File: config.mk
export PLATFORM = sky130hd
export DESIGN_NAME = pipe_ctrl_flat
export DESIGN_NICKNAME = d
export VERILOG_FILES = /design/src/rtl/pipe_ctrl_pkg.sv /design/src/rtl/pipe_ctrl_if.sv /design/src/rtl/dff_rs_ld.sv /design/src/rtl/pipe_ctrl_perf_cnt.sv /design/src/rtl/pipe_ctrl.sv /design/src/flat_wrapper.sv
export SDC_FILE = /design/constraint.sdc
export NUM_CORES = 1
export LEC_CHECK = 0
export CAP_MARGIN = 10
export CORE_ASPECT_RATIO = 1.2
export CORE_MARGIN = 4
export CORE_UTILIZATION = 30
export CTS_CLUSTER_SIZE = 10
export DETAILED_ROUTE_END_ITERATION = 16
export DONT_BUFFER_PORTS = 1
export PLACE_DENSITY = 0.51
export SLEW_MARGIN = 20
export SYNTH_ARGS = -nofsm -noshare
export SYNTH_HDL_FRONTEND = slang
export SYNTH_SLANG_ARGS = --single-unit
File: constraint.sdc
create_clock -name clk -period 2 [get_ports clk]
set_input_delay 0.6 -clock clk [delete_from_list [all_inputs] [get_ports clk]]
set_output_delay 0.6 -clock clk [all_outputs]
set_load 0.01 [all_outputs]
File: src/rtl/pipe_ctrl_pkg.sv
// ============================================================
// pipe_ctrl_pkg : shared constants and state encoding for pipe_ctrl
// Rev 1.0
// ============================================================
`default_nettype none

package pipe_ctrl_pkg;

    localparam int unsigned RV32_ADDR_WIDTH    = 32;
    localparam logic [RV32_ADDR_WIDTH-1:0] RST_INST_ADDR = 32'h0000_0080;
    localparam int unsigned MD_TIMEOUT_DEFAULT = 64;
    localparam int unsigned MD_CNT_WIDTH       = 8;

    localparam logic [1:0] PIPE_ST_IDLE    = 2'd0;
    localparam logic [1:0] PIPE_ST_FLUSH   = 2'd1;
    localparam logic [1:0] PIPE_ST_MD_WAIT = 2'd2;

    typedef enum logic [1:0] {
        ST_IDLE    = PIPE_ST_IDLE,
        ST_FLUSH   = PIPE_ST_FLUSH,
        ST_MD_WAIT = PIPE_ST_MD_WAIT
    } pipe_state_e;

endpackage

`default_nettype wire

File: src/rtl/pipe_ctrl_if.sv
// ============================================================
// pipe_ctrl_if : EX-stage events in, stage-wide stall/flush/redirect out
// Rev 1.0
// ============================================================
`default_nettype none

interface pipe_ctrl_if;
    import pipe_ctrl_pkg::*;

    logic                       jump_en_i;
    logic [RV32_ADDR_WIDTH-1:0] jump_addr_i;
    logic                       muldiv_start_i;
    logic                       muldiv_done_i;
    logic                       ext_hold_i;
    logic                       pipeline_stall_o;
    logic                       pipeline_flush_o;
    logic                       pc_redirect_o;
    logic [RV32_ADDR_WIDTH-1:0] pc_redirect_addr_o;
    logic                       md_timeout_o;

    modport master (
        input  jump_en_i, jump_addr_i, muldiv_start_i, muldiv_done_i, ext_hold_i,
        output pipeline_stall_o, pipeline_flush_o, pc_redirect_o,
               pc_redirect_addr_o, md_timeout_o
    );

    modport slave (
        output jump_en_i, jump_addr_i, muldiv_start_i, muldiv_done_i, ext_hold_i,
        input  pipeline_stall_o, pipeline_flush_o, pc_redirect_o,
               pc_redirect_addr_o, md_timeout_o
    );

endinterface

`default_nettype wire

File: src/rtl/dff_rs_ld.sv
// ============================================================
// dff_rs_ld : loadable register with asynchronous active-low reset value
// Rev 1.0
// ============================================================
`default_nettype none

module dff_rs_ld #(
    parameter int unsigned      WIDTH   = 32,
    parameter logic [WIDTH-1:0] RST_VAL = '0
) (
    input  wire logic             clk,
    input  wire logic             rst_n,
    input  wire logic             ld_i,
    input  wire logic [WIDTH-1:0] d_i,
    output logic      [WIDTH-1:0] q_o
);

    logic [WIDTH-1:0] data_q;

    always_ff @(posedge clk or negedge rst_n) begin
        if (!rst_n) begin
            data_q <= RST_VAL;
        end else if (ld_i) begin
            data_q <= d_i;
        end
    end

    assign q_o = data_q;

endmodule

`default_nettype wire

File: src/rtl/pipe_ctrl_perf_cnt.sv
// ============================================================
// pipe_perf_cnt : 32-bit wrapping event counter with increment enable
// Rev 1.0
// ============================================================
`default_nettype none

module pipe_perf_cnt (
    input  wire logic        clk,
    input  wire logic        rst_n,
    input  wire logic        inc_i,
    input  wire logic        load_i,
    input  wire logic [31:0] load_val_i,
    output logic      [31:0] cnt_o
);

    logic [31:0] cnt_q;

    always_ff @(posedge clk or negedge rst_n) begin
        if (!rst_n) begin
            cnt_q <= 32'd0;
        end else if (load_i) begin
            cnt_q <= load_val_i;
        end else if (inc_i) begin
            cnt_q <= cnt_q + 32'd1;
        end
    end

    assign cnt_o = cnt_q;

endmodule

`default_nettype wire

File: src/rtl/pipe_ctrl.sv
// ============================================================
// pipe_ctrl : pipeline stall/flush/redirect controller
// Optional: PIPE_CTRL_PERF_CNT_EN adds stall/flush performance counters
// Rev 1.0
// ============================================================
`default_nettype none

module pipe_ctrl
    import pipe_ctrl_pkg::*;
#(
    parameter int unsigned MD_TIMEOUT = MD_TIMEOUT_DEFAULT
) (
    input  wire logic   clk,
    input  wire logic   rst_n,
    pipe_ctrl_if.master ctrl
`ifdef PIPE_CTRL_PERF_CNT_EN
    ,
    output logic [31:0] stall_cnt_o,
    output logic [31:0] flush_cnt_o
`endif
);

    localparam logic [MD_CNT_WIDTH-1:0] MD_LAST = MD_CNT_WIDTH'(MD_TIMEOUT - 1);

    pipe_state_e             state_q;
    logic                    flush_q;
    logic                    redirect_q;
    logic                    md_timeout_q;
    logic [MD_CNT_WIDTH-1:0] md_cnt_q;

    logic jump_take;
    logic md_take;
    logic stall;

    assign jump_take = (state_q == ST_IDLE) && ctrl.jump_en_i && !ctrl.ext_hold_i;
    assign md_take   = (state_q == ST_IDLE) && ctrl.muldiv_start_i && !ctrl.jump_en_i
                       && !ctrl.ext_hold_i;

    // The cycle that hits MD_LAST still stalls; the abort shows up as the pulse next cycle.
    assign stall = ctrl.ext_hold_i
                 | ((state_q == ST_IDLE)    && ctrl.muldiv_start_i && !ctrl.jump_en_i)
                 | ((state_q == ST_MD_WAIT) && !ctrl.muldiv_done_i);

    always_ff @(posedge clk or negedge rst_n) begin
        if (!rst_n) begin
            state_q      <= ST_IDLE;
            flush_q      <= 1'b0;
            redirect_q   <= 1'b0;
            md_timeout_q <= 1'b0;
            md_cnt_q     <= '0;
        end else begin
            md_timeout_q <= 1'b0;
            case (state_q)
                ST_IDLE: begin
                    if (jump_take) begin
                        state_q    <= ST_FLUSH;
                        flush_q    <= 1'b1;
                        redirect_q <= 1'b1;
                    end else if (md_take) begin
                        state_q  <= ST_MD_WAIT;
                        md_cnt_q <= '0;
                    end
                end
                ST_FLUSH: begin
                    if (!ctrl.ext_hold_i) begin
                        state_q    <= ST_IDLE;
                        flush_q    <= 1'b0;
                        redirect_q <= 1'b0;
                    end
                end
                ST_MD_WAIT: begin
                    md_cnt_q <= md_cnt_q + MD_CNT_WIDTH'(1);
                    if (ctrl.muldiv_done_i) begin
                        state_q <= ST_IDLE;
                    end else if (md_cnt_q == MD_LAST) begin
                        state_q      <= ST_IDLE;
                        md_timeout_q <= 1'b1;
                    end
                end
                default: begin
                    state_q    <= ST_IDLE;
                    flush_q    <= 1'b0;
                    redirect_q <= 1'b0;
                end
            endcase
        end
    end

    dff_rs_ld #(
        .WIDTH   (RV32_ADDR_WIDTH),
        .RST_VAL (RST_INST_ADDR)
    ) u_redirect_addr (
        .clk   (clk),
        .rst_n (rst_n),
        .ld_i  (jump_take),
        .d_i   (ctrl.jump_addr_i),
        .q_o   (ctrl.pc_redirect_addr_o)
    );

    assign ctrl.pipeline_stall_o = stall;
    assign ctrl.pipeline_flush_o = flush_q;
    assign ctrl.pc_redirect_o    = redirect_q;
    assign ctrl.md_timeout_o     = md_timeout_q;

`ifdef PIPE_CTRL_PERF_CNT_EN
    pipe_perf_cnt u_stall_cnt (
        .clk        (clk),
        .rst_n      (rst_n),
        .inc_i      (stall),
        .load_i     (1'b0),
        .load_val_i (32'd0),
        .cnt_o      (stall_cnt_o)
    );

    pipe_perf_cnt u_flush_cnt (
        .clk        (clk),
        .rst_n      (rst_n),
        .inc_i      (jump_take),
        .load_i     (1'b0),
        .load_val_i (32'd0),
        .cnt_o      (flush_cnt_o)
    );
`endif

endmodule

`default_nettype wire
File: src/flat_wrapper.sv
// flat-port wrapper written by rule: the top's interface ports become plain ports
module pipe_ctrl_flat import pipe_ctrl_pkg::*;
#(
    parameter int unsigned MD_TIMEOUT = MD_TIMEOUT_DEFAULT
)
  (clk, rst_n, ctrl_jump_en_i, ctrl_jump_addr_i, ctrl_muldiv_start_i, ctrl_muldiv_done_i, ctrl_ext_hold_i, ctrl_pipeline_stall_o, ctrl_pipeline_flush_o, ctrl_pc_redirect_o, ctrl_pc_redirect_addr_o, ctrl_md_timeout_o);
  pipe_ctrl_if ctrl_i ();
  input  wire logic clk;
  input  wire logic rst_n;
  input wire logic [$bits(ctrl_i.jump_en_i)-1:0] ctrl_jump_en_i;
  input wire logic [$bits(ctrl_i.jump_addr_i)-1:0] ctrl_jump_addr_i;
  input wire logic [$bits(ctrl_i.muldiv_start_i)-1:0] ctrl_muldiv_start_i;
  input wire logic [$bits(ctrl_i.muldiv_done_i)-1:0] ctrl_muldiv_done_i;
  input wire logic [$bits(ctrl_i.ext_hold_i)-1:0] ctrl_ext_hold_i;
  output wire logic [$bits(ctrl_i.pipeline_stall_o)-1:0] ctrl_pipeline_stall_o;
  output wire logic [$bits(ctrl_i.pipeline_flush_o)-1:0] ctrl_pipeline_flush_o;
  output wire logic [$bits(ctrl_i.pc_redirect_o)-1:0] ctrl_pc_redirect_o;
  output wire logic [$bits(ctrl_i.pc_redirect_addr_o)-1:0] ctrl_pc_redirect_addr_o;
  output wire logic [$bits(ctrl_i.md_timeout_o)-1:0] ctrl_md_timeout_o;
  assign ctrl_i.jump_en_i = ctrl_jump_en_i;
  assign ctrl_i.jump_addr_i = ctrl_jump_addr_i;
  assign ctrl_i.muldiv_start_i = ctrl_muldiv_start_i;
  assign ctrl_i.muldiv_done_i = ctrl_muldiv_done_i;
  assign ctrl_i.ext_hold_i = ctrl_ext_hold_i;
  assign ctrl_pipeline_stall_o = ctrl_i.pipeline_stall_o;
  assign ctrl_pipeline_flush_o = ctrl_i.pipeline_flush_o;
  assign ctrl_pc_redirect_o = ctrl_i.pc_redirect_o;
  assign ctrl_pc_redirect_addr_o = ctrl_i.pc_redirect_addr_o;
  assign ctrl_md_timeout_o = ctrl_i.md_timeout_o;
  pipe_ctrl #(.MD_TIMEOUT(MD_TIMEOUT)) u_core (.clk(clk), .rst_n(rst_n), .ctrl(ctrl_i));
endmodule
**After elaboration in Yosys (flattened, before gate mapping)**

Index checks and enable logic that the tools add are counted.

- Register bits after elaboration: 44
- Latch bits: 0
- RAM bits: 0
- ROM bits: 0
- Input port bits: 38
- Output and inout port bits: 36
- Word-level logic and storage cells: 47
- Memories kept: 0

- $add $sub $neg: 1
- Multiply operators: 0
- Divide/modulo/power cells: 0
- Magnitude comparators: 0
- Equality and inequality tests: 9
- Shift operators: 0
- Mux-type cells: 15
- Bitwise logic cells: 3
- Reductions and logical operators: 14

Operators by type and width:

| kind | number |
|---|---|
| two-way mux 8 bit | 2 |
| one-hot mux 8 bit (2 select lines) | 1 |
| two-way mux 2 bit | 5 |
| AND reduction 3 bit | 3 |
| adder 8 x 1 -> 8 bit (second input constant) | 1 |
| equality test 8 x 6 -> 1 bit (second input constant) | 1 |
| logical AND 1 bit | 6 |
| one-hot mux 2 bit (3 select lines) | 1 |
| two-way mux 1 bit | 5 |
| != test 2 x 1 -> 1 bit (second input constant) | 2 |
| != test 2 bit (second input constant) | 2 |
| logical NOT 1 bit | 3 |
| != test 3 x 1 -> 1 bit (second input constant) | 1 |
| != test 3 bit (second input constant) | 1 |
| one-hot mux 1 bit (3 select lines) | 1 |
| equality test 2 x 1 -> 1 bit (second input constant) | 1 |
| equality test 2 bit (second input constant) | 1 |
| logical NOT 2 bit | 1 |
| bitwise OR 1 bit | 2 |
| nonzero test 2 bit | 1 |
| inverter 1 bit | 1 |

**Depth between registers and ports, before layout**

- Depth after elaboration: 7
- Depth in mapped cells: 5
- Mapped depth without buffers: 4

**By module**

Synthesis repeated with hierarchy kept, for this count alone.

- Cell total of the unflattened synthesis: 132
- Area total of the unflattened synthesis: 2,030.7 µm²

Modules (own cells, without submodules):

| module | times used | cells each | area an instance (µm²) | seq. area each (µm²) |
|---|---|---|---|---|
| dff_rs_ld | 1 | 68 | 1,346.3 | 802.0 |
| pipe_ctrl | 1 | 64 | 684.4 | 300.3 |

**Least setup slack after synthesis**

OpenSTA, ideal clock, no wires.

- Path type: input to output
- Start: input ctrl_jump_en_i
- End: output ctrl_pipeline_stall_o
- Arrival: 1.209 ns
- Data required time: 1.400 ns
- Slack: 0.191 ns
- Stages on the path: 3
- Path buffers: 0
- Cells stage by stage: nand2b_1 -> mux2_2 -> o21bai_1

- Longest elaborated chain between the ends: 4

Ends and longest elaborated chain:

| element | line | RTL |
|---|---|---|
| start, declared | flat_wrapper.sv:10 | `input wire logic [$bits(ctrl_i.jump_en_i)-1:0] ctrl_jump_en_i;` |
| logical NOT 1 bit | pipe_ctrl.sv:41 | `\| ((state_q == ST_IDLE) && ctrl.muldiv_start_i && !ctrl.jump_en_i)` |
| logical AND 1 bit | pipe_ctrl.sv:41 |  |
| bitwise OR 1 bit | pipe_ctrl.sv:41 |  |
| bitwise OR 1 bit | pipe_ctrl.sv:42 | `\| ((state_q == ST_MD_WAIT) && !ctrl.muldiv_done_i);` |
| end, declared | flat_wrapper.sv:15 | `output wire logic [$bits(ctrl_i.pipeline_stall_o)-1:0] ctrl_pipeline_stall_o;` |

Every way passes these cells.

**Worst setup path after layout**

Same ends and word-level chain as after synthesis.

==> flow_results.org <==
** Place
- The placed instances occupy a cell area of 2060 µm².
- Timing analysis after detailed placement gives a worst setup slack of 0.135 ns.
- Final estimated routing congestion in global placement :: 0.733
- Number of port buffers :: 0
- Once detailed placement completed, the half-perimeter wirelength came to 2.86 mm.

** Routing
- The count of nets left with antenna violations once routing finished came out at 0.
- Total number of vias :: 1078
- For this run, design rule violations remaining after detail routing come to 0.
- Count of TritonRoute iterations in the first routing pass :: 4
- Vias per cell :: 4.86
- Routed length per placed instance :: 17.1 µm
- Final Routed Wirelength :: 3.81 mm
- Initial DRC Count :: 25

** Die
- After floorplanning, the core was sized to cover 6450 µm².
- For this configuration, the core starts out at a cell density of 0.311.
- The floorplan step defined a die boundary enclosing 8060 µm².
- Measured along the y axis, the die boundary spans 97.6 µm.
- Io pins :: 74
- Row generation in the floorplan step produced 32 rows.
- Measured along the x axis, the die boundary spans 82.6 µm.

** CTS
- Number of CTS-inserted buffers :: 5
- Clock latency of the later-clocked register in the worst-skew pair :: 0.29 ns
- Clock tree root buffer cell :: sky130_fd_sc_hd__clkbuf_8
- In this run the post-CTS setup repair buffer count came out at 0.
- Clock Sinks :: 44
- Clock edge transition at the registers on the reported setup and hold paths :: 0.09 ns
- The clock tree synthesis step divided the H-tree into 2 levels.
- The longest clock path from root to sink contains 2 buffers.
- TritonCTS built the clock tree.
- Count of instances resized after the clock tree is built :: 0
- Number of hold-repair buffers added at the cts stage :: 1

** Timing
- Worst path setup slack after routing :: 0.154 ns
- Maximum clock frequency :: 542 MHz
- The worst path in the final design needs a cycle of 1.85 ns, including I/O delays and setup.
- Setup repair after global routing missed its margin :: false
- Measured against its own limit, the worst slew margin works out to 0.750.
- Of the available clock period, the critical path in the final layout requires 0.923.
- The final hold violation count is 0.
- Adding up every negative setup slack in the final design gives 0 ns.
- For the pin with the worst max-slew slack, the measured transition is 0.371 ns.
- Worst hold slack :: 0.137 ns
- # setup viols final :: 0
- Clock Skew :: 0.0117 ns
- Final number of max-transition violations :: 0

** Logic synthesis
- The portion of synthesized area spent on multiplexers is 0.246.
- Number of enable-type register cells in the synthesized netlist :: 0
- The synthesized netlist contains 39 unique library cells.
- Largest family of logic cells by synthesized area :: multiplexers
- Cell area after synthesis :: 2010 µm²
- Of the total synthesized cell area, the portion taken by XOR and XNOR cells is 0.
- The post-synthesis compound-gate area fraction came to 0.0699.
- Sorting the synthesized cells by how often they occur yields sky130_fd_sc_hd__dfrtp_1 (43), sky130_fd_sc_hd__mux2_4 (30), sky130_fd_sc_hd__nand2_1 (4), sky130_fd_sc_hd__nor2_1 (4).
- Of all cell types, the one taking the most synthesized area is sky130_fd_sc_hd__dfrtp_1.
- Of the total synthesized cell area, the portion taken by AND, OR, NAND and NOR gates is 0.0823.
- The share of the Yosys chip area taken by registers is 0.550.
- Counting every net in the synthesized netlist gives 171.
- Asr flop ratio synth :: 1.00
- Post-Syn Instances :: 132
- #FFs+latches synth :: 44
- Adder-cell share of the synthesized area :: 0.00624
- Dominant cells by area after synthesis :: sky130_fd_sc_hd__dfrtp_1 (54%), sky130_fd_sc_hd__mux2_4 (22%), sky130_fd_sc_hd__buf_12 (3.0%)
- Top cell type's share of synthesized area :: 0.536
- Yosys printed 0 warnings.
- Each instance of the synthesized netlist takes up on average 15.2 µm².
- Ys flop type :: sky130_fd_sc_hd__dfrtp_1
- sky130_fd_sc_hd__dfrtp_1 is the most common cell in the netlist.

** Setup path
- In this run the worst path has a maximum fanout of 3.
- Nature of the critical path endpoint :: primary output
- Setup slack, reg-to-reg :: 0.28 ns
- The worst register-to-register path ends at u_core.u_redirect_addr.q_o[16]$_DFFE_PN0N_.
- In this run the critical register-to-register path is launched from u_core.state_q[0]$_DFFE_PN0P_.
- The worst setup path is of the input pin to primary output kind.
- Required time at the worst-slack endpoint :: 1.40 ns
- Counting cells, the worst reg-to-reg path comes to 4.
- Arrival time worst endpoint :: 1.25 ns
- CP Launch Type :: input pin

** Job
- Max-cap violations in this run came to 0.

** Layout
- Count of nets after finishing :: 175
- Diodes inserted :: 0
- Relative to the synthesized area, the layout overhead comes to 9.61%.
- In the final layout, the share of cells above drive strength 1 is 0.372.
- The finished cells cover 2200 µm².
- The layout has 622 filler cells.

** GRT
- Total routing usage reported by global routing :: 0.0943
- Global routing finished with a remaining overflow of 0.
- The number of global-route vias before repair came to 1170.
- For this run, global-route usage on met1 was measured as 0.109.
- Antenna violations before repair :: 0
- Entering global routing, the biggest net connects 44 pins.
- Met2 Usage GRT :: 0.151
- Met3 routing resource usage after global routing :: 0.0436
- In this run the most used layer during global routing was met2.
- The first global-routing pass estimated 5.81 mm of wire.

** Pwr
- Across the VDD grid, the largest voltage drop is 355 µV.
- Ratio of total power to cell area :: 1170 nW/µm²
- Power, Total :: 0.00256 W
- Static Leakage :: 0.997 nW

** Outcome
- The run finished with clean final reports.

** Min path
- Path category of the worst min-delay check :: input pin to asynchronous set/reset pin
==> placed cells by master, fill, tap and decap left out, drive strengths merged, types with 2 or more instances in the layout <==
cell type	n
mux2	33
a21oi	3
clkbuf	5
nor2	5
a22o	2
nor3	3
nand3	2
nand2	4
nor2b	2
dfrtp	43
buf	4
a211o	3
inv	3
and3	2
nor4	2
nand2b	2
==> logic make-up (layout without fill, tap and decap cells) <==
group           Yosys count  count (layout)
simple gates             26              26
buf+inv                   9              14
mux                      34              34
compound gates           18              18
flops                    44              44
fa+ha+maj                 1               1
==> through the flow <==
step           instances   util
2_1_floorplan        132      -
3_3_place_gp         213  0.320
3_5_place_dp         213  0.320
4_1_cts              222  0.341
5_1_grt              222  0.341
6_report             222  0.341
==> worst max-delay path, cell delays in order <==
cell	delay (ns)
sky130_fd_sc_hd__nand2b_1	0.15
sky130_fd_sc_hd__mux2_2	0.27
sky130_fd_sc_hd__o21bai_1	0.23
==> registers in the layout (all words and copies together) (netlist names) <==
register                      count
u_core.md_cnt_q                   8
u_core.state_q                    2
u_core.u_redirect_addr.q_o       32
u_core.ctrl.pipeline_flush_o      1
u_core.ctrl.md_timeout_o          1
==> cell type report <==
type / count / area (µm²) / share of cell area
Timing Repair Buffer: 4 / 55.1 / 0.0250
Tap cell: 85 / 106 / 0.0484
Inverter: 2 / 7.51 / 0.00341
Multi-Input combinational cell: 79 / 812 / 0.369
Clock buffer: 5 / 68.8 / 0.0313
Clock inverter: 3 / 46.3 / 0.0211
Sequential cell: 44 / 1100 / 0.501
==> worst max-delay path by stage <==
stage,start,end,cells past startpoint
after global placement,ctrl_jump_en_i,ctrl_pipeline_stall_o,3
after CTS,ctrl_jump_en_i,ctrl_pipeline_stall_o,3
final,ctrl_jump_en_i,ctrl_pipeline_stall_o,3
after detailed placement,ctrl_ext_hold_i,u_core.u_redirect_addr.q_o[16]$_DFFE_PN0N_,4
after global routing,ctrl_jump_en_i,ctrl_pipeline_stall_o,3
after floorplan,ctrl_jump_en_i,ctrl_pipeline_stall_o,3
==> report_power, final <==
group	switching, W	leakage (nW)	internal, W
clock network	0.000308	0.0548	0.000376
registers	0.000283	0.533	0.00112
logic	0.000155	0.410	0.000319
total	0.000746	0.997	0.00182
==> metal layers <==
layer	up-vias	wire length, µm	share of wire
li1	484	-	-
met1	528	1460	0.38
met2	61	1760	0.46
met3	5	539	0.14
met4	0	44	0.012
met5	-	0	0
Power figures use the tool's default switching activity.
